<file path="config.mk">
export PLATFORM = sky130hd
export DESIGN_NAME = m65_matrix_scancoder_flat
export DESIGN_NICKNAME = d
export VERILOG_FILES = /design/src/rtl/m65_matrix_scancoder_if.sv /design/src/rtl/m65_matrix_scancoder.sv /design/src/flat_wrapper.sv
export SDC_FILE = /design/constraint.sdc
export NUM_CORES = 1
export LEC_CHECK = 0
export ABC_AREA = 1
export CAP_MARGIN = 25
export CORE_MARGIN = 5
export CORE_UTILIZATION = 35
export CTS_CLUSTER_SIZE = 30
export DETAILED_ROUTE_END_ITERATION = 8
export GPL_ROUTABILITY_DRIVEN = 0
export SLEW_MARGIN = 20
export SYNTH_ARGS = -nofsm -noshare
export SYNTH_HDL_FRONTEND = slang
export SYNTH_SLANG_ARGS = --single-unit
</file>
<file path="constraint.sdc">
create_clock -name clk -period 4.35 [get_ports clk]
set_clock_uncertainty 0.2 [all_clocks]
set_input_delay 0.87 -clock clk [delete_from_list [all_inputs] [get_ports clk]]
set_output_delay 0.87 -clock clk [all_outputs]
set_load 0.02 [all_outputs]
</file>
<file path="src/rtl/m65_matrix_scancoder_if.sv">
// Matrix-to-scancode bus: snapshot input side plus the PS/2-style event outputs.
// The master drives snapshots; the slave is the scancoder.
interface m65_matrix_scancoder_if #(
    parameter int NKEYS = 72
);
    logic [NKEYS-1:0] matrix;
    logic             matrix_valid;
    logic             scan_received;
    logic [7:0]       scancode;
    logic             extended;
    logic             released;
    logic             busy;
    logic             overrun;

    modport master (
        output matrix, matrix_valid,
        input  scan_received, scancode, extended, released, busy, overrun
    );

    modport slave (
        input  matrix, matrix_valid,
        output scan_received, scancode, extended, released, busy, overrun
    );
endinterface

</file>
<file path="src/rtl/m65_matrix_scancoder.sv">
// MEGA65 keyboard matrix to PS/2 set-2 event converter.
// Each accepted snapshot is diffed against the last reported key state and one
// make/break event is emitted per changed, mapped key, lowest index first.
module m65_matrix_scancoder #(
    parameter int NKEYS     = 72,
    parameter int EVENT_GAP = 2
) (
    input  logic                   clk,
    input  logic                   rst,
    m65_matrix_scancoder_if.slave  bus
);
    localparam int IW = (NKEYS > 1) ? $clog2(NKEYS) : 1;
    localparam int GW = (EVENT_GAP > 1) ? $clog2(EVENT_GAP) : 1;
    localparam logic [IW-1:0] LAST_IDX = IW'(NKEYS - 1);
    localparam logic [GW-1:0] GAP_LOAD = GW'(EVENT_GAP - 1);

    typedef enum logic [1:0] {IDLE, SCAN, EMIT, GAP} state_t;

    state_t           state;
    logic [NKEYS-1:0] snap;
    logic [NKEYS-1:0] keystate;
    logic [IW-1:0]    idx;
    logic [GW-1:0]    gap_cnt;
    logic             scan_received_q;
    logic [7:0]       scancode_q;
    logic             extended_q;
    logic             released_q;
    logic             busy_q;
    logic             overrun_q;

    logic [9:0]       cur_map;
    logic             snap_bit;
    logic             key_bit;

    // Map ROM: {valid, ext, code[7:0]} per matrix position, MEGA65 layout.
    function automatic logic [9:0] map_entry(input logic [IW-1:0] i);
        map_entry = 10'b0;
        case (int'(i))
            0:  map_entry = {2'b10, 8'h66};
            1:  map_entry = {2'b10, 8'h5A};
            2:  map_entry = {2'b11, 8'h74};
            3:  map_entry = {2'b10, 8'h83};
            4:  map_entry = {2'b10, 8'h05};
            5:  map_entry = {2'b10, 8'h04};
            6:  map_entry = {2'b10, 8'h03};
            7:  map_entry = {2'b11, 8'h72};
            8:  map_entry = {2'b10, 8'h26};
            9:  map_entry = {2'b10, 8'h1D};
            10: map_entry = {2'b10, 8'h1C};
            11: map_entry = {2'b10, 8'h25};
            12: map_entry = {2'b10, 8'h1A};
            13: map_entry = {2'b10, 8'h1B};
            14: map_entry = {2'b10, 8'h24};
            15: map_entry = {2'b10, 8'h12};
            16: map_entry = {2'b10, 8'h2E};
            17: map_entry = {2'b10, 8'h2D};
            18: map_entry = {2'b10, 8'h23};
            19: map_entry = {2'b10, 8'h36};
            20: map_entry = {2'b10, 8'h21};
            21: map_entry = {2'b10, 8'h2B};
            22: map_entry = {2'b10, 8'h2C};
            23: map_entry = {2'b10, 8'h22};
            24: map_entry = {2'b10, 8'h3D};
            25: map_entry = {2'b10, 8'h35};
            26: map_entry = {2'b10, 8'h34};
            27: map_entry = {2'b10, 8'h3E};
            28: map_entry = {2'b10, 8'h32};
            29: map_entry = {2'b10, 8'h33};
            30: map_entry = {2'b10, 8'h3C};
            31: map_entry = {2'b10, 8'h2A};
            32: map_entry = {2'b10, 8'h46};
            33: map_entry = {2'b10, 8'h43};
            34: map_entry = {2'b10, 8'h3B};
            35: map_entry = {2'b10, 8'h45};
            36: map_entry = {2'b10, 8'h3A};
            37: map_entry = {2'b10, 8'h42};
            38: map_entry = {2'b10, 8'h44};
            39: map_entry = {2'b10, 8'h31};
            41: map_entry = {2'b10, 8'h4D};
            42: map_entry = {2'b10, 8'h4B};
            43: map_entry = {2'b10, 8'h4E};
            44: map_entry = {2'b10, 8'h49};
            45: map_entry = {2'b10, 8'h52};
            46: map_entry = {2'b10, 8'h54};
            47: map_entry = {2'b10, 8'h41};
            49: map_entry = {2'b10, 8'h5B};
            50: map_entry = {2'b10, 8'h4C};
            51: map_entry = {2'b11, 8'h6C};
            52: map_entry = {2'b10, 8'h59};
            53: map_entry = {2'b10, 8'h55};
            55: map_entry = {2'b10, 8'h4A};
            56: map_entry = {2'b10, 8'h16};
            57: map_entry = {2'b10, 8'h0E};
            58: map_entry = {2'b10, 8'h14};
            59: map_entry = {2'b10, 8'h1E};
            60: map_entry = {2'b10, 8'h29};
            61: map_entry = {2'b10, 8'h11};
            62: map_entry = {2'b10, 8'h15};
            65: map_entry = {2'b10, 8'h0D};
            71: map_entry = {2'b10, 8'h76};
            default: map_entry = 10'b0;
        endcase
    endfunction

    assign cur_map  = map_entry(idx);
    assign snap_bit = snap[idx];
    assign key_bit  = keystate[idx];

    assign bus.scan_received = scan_received_q;
    assign bus.scancode      = scancode_q;
    assign bus.extended      = extended_q;
    assign bus.released      = released_q;
    assign bus.busy          = busy_q;
    assign bus.overrun       = overrun_q;

    // Scan FSM; event outputs are loaded on the SCAN->EMIT transition so the strobe is visible during EMIT.
    always_ff @(posedge clk) begin
        if (rst) begin
            state           <= IDLE;
            snap            <= '0;
            keystate        <= '0;
            idx             <= '0;
            gap_cnt         <= '0;
            scan_received_q <= 1'b0;
            scancode_q      <= 8'h00;
            extended_q      <= 1'b0;
            released_q      <= 1'b0;
            busy_q          <= 1'b0;
            overrun_q       <= 1'b0;
        end else begin
            scan_received_q <= 1'b0;
            if (bus.matrix_valid && state != IDLE) begin
                overrun_q <= 1'b1;
            end
            case (state)
                IDLE: begin
                    if (bus.matrix_valid) begin
                        snap   <= bus.matrix;
                        idx    <= '0;
                        busy_q <= 1'b1;
                        state  <= SCAN;
                    end
                end
                SCAN: begin
                    if (snap_bit != key_bit && cur_map[9]) begin
                        scancode_q      <= cur_map[7:0];
                        extended_q      <= cur_map[8];
                        released_q      <= ~snap_bit;
                        scan_received_q <= 1'b1;
                        state           <= EMIT;
                    end else begin
                        keystate[idx] <= snap_bit;
                        if (idx == LAST_IDX) begin
                            busy_q <= 1'b0;
                            state  <= IDLE;
                        end else begin
                            idx <= idx + 1'b1;
                        end
                    end
                end
                EMIT: begin
                    keystate[idx] <= snap_bit;
                    gap_cnt       <= GAP_LOAD;
                    state         <= GAP;
                end
                GAP: begin
                    if (gap_cnt == '0) begin
                        if (idx == LAST_IDX) begin
                            busy_q <= 1'b0;
                            state  <= IDLE;
                        end else begin
                            idx   <= idx + 1'b1;
                            state <= SCAN;
                        end
                    end else begin
                        gap_cnt <= gap_cnt - 1'b1;
                    end
                end
                default: state <= IDLE;
            endcase
        end
    end
endmodule

</file>
<file path="src/flat_wrapper.sv">
// flat-port wrapper written by rule: the top's interface ports become plain ports
module m65_matrix_scancoder_flat 
#(
    parameter int NKEYS     = 72,
    parameter int EVENT_GAP = 2
)
  (clk, rst, bus_matrix, bus_matrix_valid, bus_scan_received, bus_scancode, bus_extended, bus_released, bus_busy, bus_overrun);
  m65_matrix_scancoder_if #(.NKEYS(NKEYS)) bus_i ();
  input  logic clk;
  input  logic rst;
  input wire logic [$bits(bus_i.matrix)-1:0] bus_matrix;
  input wire logic [$bits(bus_i.matrix_valid)-1:0] bus_matrix_valid;
  output wire logic [$bits(bus_i.scan_received)-1:0] bus_scan_received;
  output wire logic [$bits(bus_i.scancode)-1:0] bus_scancode;
  output wire logic [$bits(bus_i.extended)-1:0] bus_extended;
  output wire logic [$bits(bus_i.released)-1:0] bus_released;
  output wire logic [$bits(bus_i.busy)-1:0] bus_busy;
  output wire logic [$bits(bus_i.overrun)-1:0] bus_overrun;
  assign bus_i.matrix = bus_matrix;
  assign bus_i.matrix_valid = bus_matrix_valid;
  assign bus_scan_received = bus_i.scan_received;
  assign bus_scancode = bus_i.scancode;
  assign bus_extended = bus_i.extended;
  assign bus_released = bus_i.released;
  assign bus_busy = bus_i.busy;
  assign bus_overrun = bus_i.overrun;
  m65_matrix_scancoder #(.NKEYS(NKEYS), .EVENT_GAP(EVENT_GAP)) u_core (.clk(clk), .rst(rst), .bus(bus_i));
endmodule
</file>
---- After elaboration in Yosys (flattened, before gate mapping) ----
Memory sizes are Yosys's and may differ from the RTL's. A register that Yosys moved wholly into a read port is not among the register bits.
Index checks and enable logic that the tools add are counted.
storage, ports and cells
  register bits ........................... 167
  bits in latches ......................... 0
  memory bits (writable) .................. 0
  memory bits (read-only) ................. 1,280
  output and inout bits ................... 13
  word-level logic and storage cells ...... 71
  memories kept ........................... 1
cells by class
  $add $sub $neg .......................... 2
  multipliers ............................. 0
  div/mod/pow operators ................... 0
  magnitude comparators ................... 2
  equality and inequality tests ........... 9
  shift-type cells ........................ 0
  mux-type cells .......................... 30
  bitwise logic cells ..................... 2
  reductions and logical operators ........ 14
memories
  memory           words  bits a word  read ports  clocked after Yosys merged registers in  write ports  line                        text
  (no name shown)  128    10           1           1                                        0            m65_matrix_scancoder.sv:38  case (int'(i))
operators with widths
  cell                                                        number
  one-hot mux 72 bit (2 select lines)                         1
  bitwise mux 72 bit                                          1
  two-way mux 72 bit                                          1
  two-way mux 7 bit                                           6
  one-hot mux 7 bit (3 select lines)                          1
  binary-select mux 1 bit (select 7 bit)                      2
  two-way mux 1 bit                                           10
  less-than comparator 7 x 8 -> 1 bit, second input constant  1
  two-way mux 2 bit                                           4
  one-hot mux 2 bit (4 select lines)                          1
  adder 7 x 1 -> 7 bit, second input constant                 1
  demux 1 bit (select 7 bit)                                  1
  == test 7 bit, second input constant                        1
  >= comparator 7 x 1 -> 1 bit, second input constant         1
  != test 2 bit, second input constant                        3
  AND reduction 2 bit                                         3
  nonzero test 2 bit                                          3
  == test 2 bit, second input constant                        2
  AND reduction 4 bit                                         1
  logical AND 1 bit                                           3
  != test 3 x 1 -> 1 bit, second input constant               1
  one-hot mux 1 bit (3 select lines)                          1
  AND reduction 3 bit                                         1
  nonzero test 3 bit                                          1
  7 further kinds                                             8

---- Longest topological paths before layout ----
  depth after elaboration ................. 8
  depth in mapped cells ................... 30
  mapped depth without buffers ............ 28

---- Least setup slack after synthesis ----
Ideal clock, no wire load.
  path kind ............................... register to register
  start ................................... register u_core.idx[0]
  end ..................................... register, netlist name u_core.cur_map[3]
  library setup time ...................... 0.112 ns
  arrival ................................. 3.084 ns
  data required time ...................... 4.038 ns
  path slack .............................. 0.953 ns
  cell stages (with the launch flop) ...... 29
  buffers on the path ..................... 3
  clock period less this slack ............ 3.397 ns
  cell sequence ........................... dfxtp_1 -> buf_4 -> buf_6 -> buf_2 -> nand2_1 -> o21ai_0 -> nand2_1 -> nand2_1 -> nand2_1 -> nand2_1 -> nand2_1 -> nand2_1 -> o21ai_0 -> nand3_1 -> nand2_1 -> nand4_4 -> nand2_4 -> nand2_1 -> nand3_1 -> inv_1 -> ha_1 -> inv_1 -> nand4_1 -> nand3_1 -> nand3_1 -> nand3_1 -> nand2_1 -> nand2_1 -> nand2_1
on the way
  cells in the longest elaborated chain, start to end .. 8
  elaborated cells between the ends (all ways) .. 16
  classes of those cells .................. 1 x add/sub; 3 x eq/ne; 10 x mux; 2 x reduce/logical
ends and longest elaborated chain
  what                                                       line                                                      text
  from (decl)                                                m65_matrix_scancoder.sv:22                                logic [IW-1:0] idx;
  from (signal assigned)                                     m65_matrix_scancoder.sv:157                               idx <= idx + 1'b1;
  from (signal assigned)                                     m65_matrix_scancoder.sv:172                               idx <= idx + 1'b1;
  binary-select mux 1 bit (select 7 bit) (on tied branches)  m65_matrix_scancoder.sv:106, m65_matrix_scancoder.sv:107
  two-way mux 1 bit (on tied branches)                       m65_matrix_scancoder.sv:106, m65_matrix_scancoder.sv:107
  != test 1 bit                                              m65_matrix_scancoder.sv:145                               if (snap_bit != key_bit && cur_map[9]) begin
  logical AND 1 bit                                          m65_matrix_scancoder.sv:145
  != test 2 bit (no source line)                             -
  AND reduction 4 bit (no source line)                       -
  two-way mux 7 bit (no source line) (*) (2 in series)       -
Mark *: on every way between the ends. The rest lies on a longest branch, timed or not. The select of a mux whose other input is x is not followed.
A chain may end at the register's enable or synchronous reset.

---- Final worst setup path ----
  start ................................... register u_core.idx[0]
  end ..................................... register, netlist name u_core.cur_map[3]
on the way
  cells in the longest elaborated chain, start to end .. 8
  elaborated cells between the ends (all ways) .. 16
  classes of those cells .................. 1 x add/sub; 3 x eq/ne; 10 x mux; 2 x reduce/logical
ends and longest elaborated chain
  what                                                       line
  binary-select mux 1 bit (select 7 bit) (on tied branches)  m65_matrix_scancoder.sv:106, m65_matrix_scancoder.sv:107
  two-way mux 1 bit (on tied branches)                       m65_matrix_scancoder.sv:106, m65_matrix_scancoder.sv:107
  != test 1 bit                                              m65_matrix_scancoder.sv:145
  logical AND 1 bit                                          m65_matrix_scancoder.sv:145
  != test 2 bit (no source line)                             -
  AND reduction 4 bit (no source line)                       -
  two-way mux 7 bit (no source line) (*) (2 in series)       -
Marked as above.

==> summary.txt <==
Finish
  – # nets final: 1577
  – # diodes: 0
  – P&R area growth vs syn: 19.70%
  – Fill cells: 2733
  – Multi-input logic area: 4350 um^2
  – Layout cells sized above 1: 6.574%
  – FF/Latch Area: 3545 um^2

Drt
  – ANT nets after route: 0
  – DR vias: 9167
  – WL per Instance: 15.06 um
  – Drc violations: 0
  – DR pass1 iterations: 8
  – Total wire length: 27.73 mm
  – Vias per inst: 4.979
  – 1st-iter DRT viols: 804

Timing
  – Total negative slack: 0 ns
  – # setup viols final: 0
  – RSZ-0062 raised after global routing: false
  – Min cycle time layout: 3.945 ns
  – Fin. Hold Viols: 0
  – Achievable clock frequency: 253.5 MHz
  – Slew HR: 41.96%
  – Worst Hold Margin: 0.2611 ns
  – Crit share post-route: 90.68%
  – Slew @ Worst Pin: 0.8705 ns
  – Final Max Tran Viols: 0

Die
  – Chip width: 171.7 um
  – Core area: 25910 um^2
  – Row count: 59
  – Starting Density: 35.30%
  – IO Pins: 88
  – Die footprint: 29470 um^2
  – Chip height: 171.7 um

Synth
  – Synth Instances: 1429
  – Largest family of logic cells by synthesized area: simple AND/OR/NAND/NOR gates
  – Yosys top cell by area: dfxtp_1
  – Syn Nets: 1513
  – Mapped Area: 9148 um^2
  – Cell with the most instances after synthesis: nand2_1
  – Top FF cell, synth: dfxtp_1
  – Sequential area share after synthesis: 38.74%
  – Syn Area/Cell: 6.401 um^2
  – Post-Synth XOR/XNOR Area: 0.1915%
  – FFs w/ async S/R, synth: 0%
  – Yosys warning count: 0
  – Number of synthesized flops with an enable pin: 0
  – Multiplexer share of the synthesized area: 0%
  – Synth Area in Compound Gates: 16.67%
  – Synth unique cells: 37
  – Post-synth top area share: 38.74%
  – Top post-synthesis cells by count: nand2_1, inv_1, dfxtp_1, nor2_1, o21ai_0
  – Adder-Cell Fraction of Synth Area: 1.231%
  – Synth Area in Simple Gates: 29.18%
  – Flops & latches, synth: 177
  – Synth area leaders: dfxtp_1, nand2_1, inv_1

Placed design
  – Detailed Place HPWL: 18.19 mm
  – I/O Buffers: 87

Clocking
  – CTS Root Buffer Type: clkbuf_16
  – TritonCTS clock tree: done
  – Total clock sinks: 177
  – Clock slew at reported path FFs: 0.08 ns
  – Worst skew pair latency: 0.45 ns
  – Total CTS buffers: 17
  – CTS Buffer Depth: 2
  – H-tree Lvls: 4
  – Postcts setup bufs: 0
  – # hold bufs at CTS: 0

Global routing
  – Initial antenna violation count: 0
  – Vias in the first global route: 8599
  – GRT Total Usage: 18.93%
  – First-pass GRT wire length: 44.99 mm
  – Largest net degree at the start of global routing: 87
  – Grt ovf: 0

Critical path
  – Setup crit end kind: flip-flop
  – CP max-delay cell: dfxtp_2
  – Most frequent CP cell: nand2_1
  – R2r endpoint: u_core.cur_map[3]$_DFF_P_
  – Crit Path Category: flip-flop to flip-flop
  – Worst Path Arrival: 4.10 ns
  – Startpoint Class: flip-flop
  – Reg2Reg Depth: 25
  – Crit Path Max Fanout: 50
  – Slowest Stage Delay on Critical Path: 0.39 ns
  – Reg2reg start: u_core.idx[0]$_SDFFE_PP0N_
  – Required time of the critical path: 4.50 ns
  – Reg2Reg Setup Slack: 0.41 ns

Worst hold path
  – WHS Endpoint: u_core.keystate[69]$_SDFFE_PP0P_
  – Hold Path Origin: u_core.keystate[69]$_SDFFE_PP0P_
  – Hold Crit Depth: 2
  – Hold Path Class: flip-flop to flip-flop

Pwr
  – Maximum vdd ir drop: 455.2 uV
  – Internal: 3.714 mW
  – Power Density: 644.4 nW/um^2
  – Register share of total power: 28.8%
  – NetSw: 3.342 mW
  – Clock network power share: 21.9%
  – Leak: 4.959 nW
  – Comb power frac: 49.3%
  – Power, Total: 7.056 mW
  – Switch share: 47.36%

Run status
  – Run status: finished clean

Flow run
  – MaxCap Viol Count: 0
-- worst max path at each step --
| stage | start | to | slack, ns | cells past startpoint |
|---|---|---|---|---|
| final | u_core.idx[0]$_SDFFE_PP0N_ | u_core.cur_map[3]$_DFF_P_ | 0.41 | 25 |
| after global routing | u_core.idx[0]$_SDFFE_PP0N_ | u_core.cur_map[3]$_DFF_P_ | 0.03 | 26 |
| after CTS | u_core.idx[1]$_SDFFE_PP0N_ | u_core.cur_map[3]$_DFF_P_ | 0.20 | 24 |
| after detailed placement | u_core.idx[1]$_SDFFE_PP0N_ | u_core.cur_map[3]$_DFF_P_ | 0.21 | 24 |
| after global placement | u_core.idx[1]$_SDFFE_PP0N_ | u_core.cur_map[3]$_DFF_P_ | 0.33 | 24 |
| after floorplan | u_core.idx[0]$_SDFFE_PP0N_ | u_core.cur_map[3]$_DFF_P_ | 0.95 | 28 |
-- cell usage in the layout (no fill, tap or decap), types with 6 or more instances in the layout --
cell	synthesis	layout
dfxtp_1	177	176
nand3_2	4	6
inv_1	229	229
buf_4	12	24
clkdlybuf4s50_1	0	87
o21ai_0	95	95
clkbuf_16	0	18
a21oi_1	63	63
nand3_1	92	90
inv_2	18	18
nand4_1	10	10
o21ai_1	14	13
o22ai_1	75	75
nand2_1	384	384
nor2_1	144	142
a31oi_1	18	18
ha_1	9	9
-- timing repair --
action,in CTS,in global routing
setup endpoints to repair,0,8
gates resized for setup,0,5
endpoints found under the hold margin,0,0
-- flip-flops by register name (all words and copies together) (netlist names), named ones only --
register and flops:
u_core.keystate 72, u_core.snap 72, u_core.cur_map 10, u_core.bus.scancode 8
u_core.idx 7, u_core.bus.busy 1, u_core.bus.extended 1, u_core.bus.overrun 1
u_core.bus.released 1, u_core.bus.scan_received 1, u_core.gap_cnt 1, u_core.state 1
-- worst max-delay path: cells and delay by family (launching register included) --
kind / cells / cell delay (ns)
adder cells (fa/ha/maj): 1 / 0.36
buffers and inverters: 3 / 0.57
flip-flops: 1 / 0.39
AND/OR/NAND/NOR: 21 / 2.29
-- area by class of cell --
cell class | instances | share of cell area (%)
multi-input combinational | 935 | 39.73
sequential | 177 | 32.37
timing repair buffer | 113 | 10.08
inverter | 249 | 8.582
clock buffer | 18 | 3.920
tap | 335 | 3.828
clock inverter | 14 | 1.486
-- per-stage QoR --
| stage | cells | utilization [%] | setup slack [ns] | area [um^2] |
|---|---|---|---|---|
| 6_report | 1841 | 42.26 | 0.4055 | 10950 |
| 5_1_grt | 1841 | 42.26 | 0.02778 | 10950 |
| 4_1_cts | 1840 | 42.08 | 0.1962 | 10900 |
| 3_5_place_dp | 1808 | 39.80 | 0.2084 | 10310 |
| 3_3_place_gp | 1808 | 39.80 | 0.3346 | 10310 |
| 2_1_floorplan | 1429 | - | 0.9534 | 9148 |
-- per-layer routing --
| layer | track usage [%] | vias up | wire length (um) |
|---|---|---|---|
| met4 | 6.304 | 0 | 456 |
| met1 | 25.86 | 4216 | 12790 |
| met2 | 30.64 | 242 | 13110 |
| li1 | - | 4670 | - |
| met5 | 0 | - | 0 |
| met3 | 2.942 | 39 | 1374 |
-- cell families after synthesis --
group,count (synthesis)
simple gates,649
buf+inv,317
compound gates,275
flops,177
fa+ha+maj,9
xor+xnor,2
-- power groups by stage --
stage	logic [mW]	clock network [mW]	registers, mW
after global placement	3.43	0	2.06
after CTS	3.42	1.58	2.02
after global routing	3.86	1.64	2.06
final	3.48	1.54	2.03
after floorplan	2.35	0	2.08
after detailed placement	3.41	0	2.06
No activity file was read; power rests on OpenSTA's default activity.
